[src/rtl/gf_modexp_ctrl.sv]
// Square-and-multiply controller for a GF(2^M) modmul unit.
// Computes base^exponent mod polynom through modmul's enable/valid handshake.
module gf_modexp_ctrl #(
  parameter int M     = 11,
  parameter int EXP_W = 11
) (
  input  logic             clk,
  input  logic             reset,
  input  logic             start,
  input  logic [M:0]       polynom,
  input  logic [M-1:0]     base,
  input  logic [EXP_W-1:0] exponent,
  output logic             busy,
  output logic             done,
  output logic [M-1:0]     result,
  output logic [M:0]       mm_polynom,
  output logic [M-1:0]     mm_a,
  output logic [M-1:0]     mm_b,
  output logic             mm_enable,
  input  logic [M-1:0]     mm_dataout,
  input  logic             mm_valid
);

  localparam int IW = (EXP_W > 1) ? $clog2(EXP_W) : 1;
  localparam logic [IW-1:0] IMAX = IW'(EXP_W - 1);
  localparam logic [M-1:0] ONE = M'(1);

  typedef enum logic [2:0] {
    IDLE,
    SCAN,
    SQR_REQ,
    SQR_GAP,
    MUL_REQ,
    MUL_GAP,
    NEXT,
    DONE
  } state_t;

  state_t state_q, state_d;

  logic [IW-1:0]    i_q, i_d;
  logic [M-1:0]     acc_q, acc_d;
  logic [M-1:0]     base_q, base_d;
  logic [EXP_W-1:0] exp_q, exp_d;
  logic [M:0]       poly_q, poly_d;
  logic [M-1:0]     res_q, res_d;
  logic [M-1:0]     a_q, a_d;
  logic [M-1:0]     b_q, b_d;

  always_ff @(posedge clk or negedge reset) begin
    if (!reset) begin
      state_q <= IDLE;
      i_q     <= '0;
      acc_q   <= '0;
      base_q  <= '0;
      exp_q   <= '0;
      poly_q  <= '0;
      res_q   <= '0;
      a_q     <= '0;
      b_q     <= '0;
    end else begin
      state_q <= state_d;
      i_q     <= i_d;
      acc_q   <= acc_d;
      base_q  <= base_d;
      exp_q   <= exp_d;
      poly_q  <= poly_d;
      res_q   <= res_d;
      a_q     <= a_d;
      b_q     <= b_d;
    end
  end

  always_comb begin
    state_d = state_q;
    i_d     = i_q;
    acc_d   = acc_q;
    base_d  = base_q;
    exp_d   = exp_q;
    poly_d  = poly_q;
    res_d   = res_q;
    a_d     = a_q;
    b_d     = b_q;

    unique case (state_q)
      IDLE: begin
        if (start) begin
          poly_d  = polynom;
          base_d  = base;
          exp_d   = exponent;
          i_d     = IMAX;
          state_d = SCAN;
        end
      end
      SCAN: begin
        if (exp_q[i_q]) begin
          acc_d = base_q;
          if (i_q == '0) begin
            state_d = DONE;
          end else begin
            i_d     = i_q - 1'b1;
            state_d = SQR_REQ;
          end
        end else if (i_q == '0) begin
          acc_d   = ONE;
          state_d = DONE;
        end else begin
          i_d = i_q - 1'b1;
        end
      end
      SQR_REQ: begin
        if (mm_valid) begin
          acc_d   = mm_dataout;
          state_d = SQR_GAP;
        end
      end
      SQR_GAP: begin
        if (!mm_valid) begin
          state_d = exp_q[i_q] ? MUL_REQ : NEXT;
        end
      end
      MUL_REQ: begin
        if (mm_valid) begin
          acc_d   = mm_dataout;
          state_d = MUL_GAP;
        end
      end
      MUL_GAP: begin
        if (!mm_valid) begin
          state_d = NEXT;
        end
      end
      NEXT: begin
        if (i_q == '0) begin
          state_d = DONE;
        end else begin
          i_d     = i_q - 1'b1;
          state_d = SQR_REQ;
        end
      end
      DONE: begin
        state_d = IDLE;
      end
      default: begin
        state_d = IDLE;
      end
    endcase

    // Operands are registered so they stay put for the whole request.
    if (state_d == SQR_REQ) begin
      a_d = acc_d;
      b_d = acc_d;
    end else if (state_d == MUL_REQ) begin
      a_d = acc_d;
      b_d = base_q;
    end

    if (state_d == DONE) begin
      res_d = acc_d;
    end
  end

  assign busy       = (state_q != IDLE);
  assign done       = (state_q == DONE);
  assign result     = res_q;
  assign mm_polynom = poly_q;
  assign mm_a       = a_q;
  assign mm_b       = b_q;
  assign mm_enable  = (state_q == SQR_REQ) || (state_q == MUL_REQ);

endmodule

[config.mk]
export PLATFORM = sky130hd
export DESIGN_NAME = gf_modexp_ctrl
export DESIGN_NICKNAME = d
export VERILOG_FILES = /design/src/rtl/gf_modexp_ctrl.sv
export SDC_FILE = /design/constraint.sdc
export NUM_CORES = 1
export LEC_CHECK = 0
export BUFFER_PORTS_ARGS = -buffer_cell sky130_fd_sc_hd__buf_2
export CORE_UTILIZATION = 53
export DETAILED_ROUTE_END_ITERATION = 16
export HOLD_SLACK_MARGIN = 0.08
export PLACE_DENSITY = 0.8
export SETUP_SLACK_MARGIN = 0.3
export SYNTH_ARGS = -nofsm -noshare
export SYNTH_HDL_FRONTEND = slang
export SYNTH_SLANG_ARGS = --single-unit
[constraint.sdc]
create_clock -name clk -period 3.65 [get_ports clk]
set_input_delay 0.365 -clock clk [delete_from_list [all_inputs] [get_ports clk]]
set_output_delay 0.365 -clock clk [all_outputs]
set_load 0.005 [all_outputs]
Word-level counts from Yosys, hierarchy flattened
Index checks and enable logic that the tools add are counted.

storage, ports and cells
  register bits after elaboration = 85
  input port bits = 49
  output and inout bits = 48
  logic and storage cells = 56

cells by class
  add/subtract/negate cells = 1
  $lt $le $gt $ge = 1
  eq/ne operators = 12
  muxes and demuxes = 23
  reductions and logical operators = 10

operator list
  operator                                             number
  two-way mux 11 bit                                   7
  two-way mux 3 bit                                    8
  case mux 3 bit (8 select lines)                      1
  case mux 11 bit (2 select lines)                     1
  equality test 3 bit, second input constant           6
  equality test 3 x 2 -> 1 bit, second input constant  3
  two-way mux 4 bit                                    2
  case mux 4 bit (2 select lines)                      1
  < comparator 4 x 5 -> 1 bit, second input constant   1
  binary-select mux 1 bit (select 4 bit)               1
  logical NOT 4 bit                                    1
  inequality test 2 bit, second input constant         2
  nonzero test 2 bit                                   2
  OR reduction 2 bit                                   2
  subtractor 4 x 1 -> 4 bit, second input constant     1
  equality test 3 x 1 -> 1 bit, second input constant  1
  logical NOT 3 bit                                    1
  AND reduction 3 bit                                  1
  nonzero test 3 bit                                   1
  two-way mux 2 bit                                    1
  AND reduction 2 bit                                  1
  logical OR 1 bit                                     1
  two-way mux 1 bit                                    1

Depth between registers and ports, before layout
  depth after elaboration = 8
  depth in mapped cells = 12

Worst setup path before layout
Ideal clock, no wire load.

  kind = flip-flop to flip-flop
  start = reg i_q[1]
  end = reg a_q[1], in the netlist mm_a[1]
  arrival = 2.409 ns
  required time = 3.525 ns
  path slack = 1.116 ns
  stages on the path, launching flop included = 13
  period minus slack after synthesis = 2.534 ns
  cell sequence = dfrtp_1 -> buf_2 -> inv_1 -> ha_1 -> or3b_1 -> buf_6 -> a21bo_1 -> a211oi_2 -> a41o_1 -> nor4_2 -> nand2b_4 -> buf_6 -> mux2_4

between the ends
  longest elaborated chain between the ends = 7
  elaborated cells between the ends (all ways) = 17
  classes of those cells = eq/ne (2); mux (13); reduce/logical (2)

ends and longest elaborated chain
  item                                                                 RTL line  RTL
  start: declaration                                                   41        logic [IW-1:0] i_q, i_d;
  start signal: assignment                                             63        i_q <= i_d;
  binary-select mux 1 bit (select 4 bit)                               96, 119
  two-way mux 1 bit (not written as such)                              96, 119
  two-way mux 2 bit                                                    119       state_d = exp_q[i_q] ? MUL_REQ : NEXT;
  two-way mux 3 bit                                                    118       if (!mm_valid) begin
  case mux 3 bit (8 select lines)                                      85        unique case (state_q)
  equality test 3 x 2 -> 1 bit or equality test 3 bit (tied branches)  150, 153
  two-way mux 11 bit or nonzero test 2 bit (tied branches)             -
  end signal: assignment                                               59        a_q <= '0;
  end signal: assignment                                               69        a_q <= a_d;
  end: declaration                                                     47        logic [M-1:0] a_q, a_d;

Several ways; a longest one is shown, not always the timed one. The select of a mux whose other input is x is not followed.
A chain may end at the register's enable or synchronous reset.

Final worst setup path
  start = reg i_q[1]
  end = reg a_q[10], in the netlist mm_a[10]

Same word-level chain as after synthesis.

==> impl_metrics.json <==
{
  "cts_tree": "yes",
  "finClkSkew_ns": 0.01258,
  "critPathCapture": "mm_a[10]",
  "crit_path_start": "i_q[1]",
  "crit_required_ns": 3.88,
  "worstSetupPathType": "reg -> reg",
  "drv_slew": 0,
  "yosys_warnings": 0,
  "cts-root-buf": "clkbuf_8",
  "post-route-period-util_pct": 84.65,
  "end_kind": "flop",
  "io_buffer_count": 96,
  "holdBufCountCts": 0,
  "ant_nets": 0,
  "dr_total_vias": 3024,
  "critPathSlowestCell": "dfrtp_1",
  "dp_hpwl_mm": 5.779,
  "drt-total-wl_mm": 8.758,
  "hold_path.class": "in -> async",
  "antenna_cells": 0,
  "cts_made_buffers": 9,
  "clk_pin_slew_ns": 0.08,
  "post_drt_wl_per_cell_um": 16.37,
  "finalHoldViolations": 0,
  "reg2reg_depth": 10,
  "synth-seq-cells": 85,
  "setup_viol": 0,
  "dieArea_um2": 7679,
  "gp_congestion": 0.8517,
  "finalPower_mw": 4.842,
  "regArea_um2": 2127,
  "start_util_pct": 55.96,
  "die_y_um": 87.63,
  "vdd_drop_max_uv": 581.0,
  "syn_to_final_growth_pct": 21.51,
  "syn_nets": 389,
  "synth-edff-count": 0,
  "grt_pass1_wl_mm": 13.83,
  "finalSetupTns_ns": 0,
  "cp_num_buf_inv": 2,
  "fp-row-count": 30,
  "synth-async-reset-ratio_pct": 100.0,
  "worstPathMaxFanout": 22,
  "worstSetupStartpointType": "flop",
  "status": "completed",
  "n_fill_cell": 532,
  "drv_cap": 0,
  "power_leakage_nw": 2.219,
  "netlist_area_um2": 3886,
  "finalCriticalPeriod_ns": 3.090,
  "insertion_delay_ns": 0.36,
  "track_usage_pct": 24.26,
  "drtIter0Drc": 159,
  "ctsLongestPathBuffers": 2,
  "drive_above_1_share_pct": 39.86,
  "r2r_slack_ns": 0.56,
  "syn_avg_cell_area_um2": 11.46,
  "antenna_found_initial": 0,
  "tightest_slew_ns": 1.040,
  "cp_top_family": "simple AND/OR/NAND/NOR gates",
  "ys_seq_area_share_pct": 54.73,
  "drtPass1Iterations": 5,
  "io_pins": 97,
  "cts.sinks": 85,
  "h-tree-depth": 3,
  "die_x_um": 87.63,
  "syn_inst": 339,
  "core_area_um2": 6944,
  "grt_overflow": 0,
  "timing.rr.start": "i_q[1]",
  "route.detailed.drc": 0,
  "first_global_vias": 2841,
  "synth_cell_type_count": 47,
  "slew_headroom_pct": 30.68,
  "crit_path_cell_trace": "inv_1, ha_1, or3b_1, a21bo_1, a211oi_2, a41o_1, nor4_4, buf_4, nand2b_4, mux2_1",
  "multi_input_area_um2": 1604,
  "cp.arrival_ns": 3.32,
  "powerDensity_nw_per_um2": 1025,
  "via_per_inst": 5.652,
  "grt_max_degree": 86,
  "synth_flop_cell": "dfrtp_1",
  "r2r_end": "mm_a[10]",
  "rsz0062_at_grt": "no",
  "fin_nets": 485,
  "worst_path_largest_cell_delay_ns": 0.49,
  "max_clock_freq_mhz": 323.6,
  "cp.depth": 10
}
[cell usage in the layout (no fill, tap or decap), types with 10 or more instances in the layout]
master and n:
inv_1 16, a221oi_1 11, buf_4 10, nor2_1 23, buf_2 95, mux2_2 35, a21oi_1 15, nand2_1 43
o221a_1 10, o21ai_0 20, dfrtp_1 85
[how the worst min path moves through the flow]
stage	cells past startpoint	slack [ns]	to	startpoint
global route	2	0.23	base_q[9]	base[9]
floorplan	0	0.07	acc_q[0]	reset
finish	1	0.20	exp_q[6]	reset
CTS	3	0.22	base_q[0]	base[0]
global placement	1	0.47	mm_a[10]	mm_a[10]
detailed placement	1	0.49	mm_a[10]	mm_a[10]
[power breakdown]
group	switching, mW	internal, mW
Combinational	1.11	1.12
Sequential	0.344	1.41
Clock	0.336	0.521
Total	1.79	3.05
[repair_timing]
| action | 4_1_cts | 5_1_grt |
|---|---|---|
| cloned | 0 | 0 |
| pin swaps | 0 | 1 |
| setup endpoints to repair | 20 | 2 |
| setup buffers | 0 | 4 |
| resized for setup | 1 | 0 |
[logic make-up after synthesis]
kind of cell    after synthesis  share of synthesized area [%]
mux                          51                          15.45
fa+ha+maj                     1                         0.3219
buf+inv                      36                          4.411
xor+xnor                      1                         0.2254
flops                        85                          54.73
simple gates                 89                          10.59
compound gates               76                          14.26
[metrics by stage]
step           instances  setup slack [ns]  cell area [µm²]  hold WS [ns]  utilization [%]
4_1_cts              531            0.4543             4692        0.2228            67.57
3_3_place_gp         516            0.2913             4423        0.4712            63.69
2_1_floorplan        339             1.116             3886       0.06941                -
3_5_place_dp         516            0.1483             4423        0.4878            63.69
5_1_grt              535            0.3970             4722        0.2273            68.00
6_report             535            0.5602             4722        0.2007            68.00
[sequential cells by signal, indices dropped and copies added, names as in the netlist]
signal      flops
state_q         3
result         11
exp_q          11
acc_q          11
i_q             4
mm_b           11
mm_polynom     12
mm_a           11
base_q         11
[synthesized netlist by cell type (all sizes together) (2+ instances only)]
cell type,instances,share of area (%)
nor3b,2,0.52
nand2,43,4.2
o22ai,2,0.32
nor2b,2,0.32
a21o,3,0.58
a21oi,15,1.9
and3,3,0.48
clkbuf,6,0.58
mux2,45,14
o221a,11,3.2
o21a,2,0.42
o31ai,2,0.52
o2bb2ai,2,0.45
nand2b,3,0.68
dfrtp,85,55
nand3,2,0.26
inv,16,1.5
o21ai,21,2.7
nor2,24,2.3
buf,14,2.3
or2,2,0.32
mux2i,6,1.5
a221oi,11,2.5
nor3,4,0.64
[per-layer routing]
layer  wire length (µm)  vias to the layer above  track usage [%]
met4                185                        0            10.28
li1                   -                     1393                -
met2               4263                      149            39.13
met1               3758                     1463            32.60
met3                550                       19            4.336
met5                  0                        -                0
[cell type report]
cell class,instances,share of cell area [%]
flip-flops and latches,85,45.05
multi-input cells,218,33.97
repair buffers,105,11.66
clock inverters,6,2.888
clock buffers,9,2.623
well taps,96,2.544
inverters,16,1.272
Power figures use the tool's default switching activity.
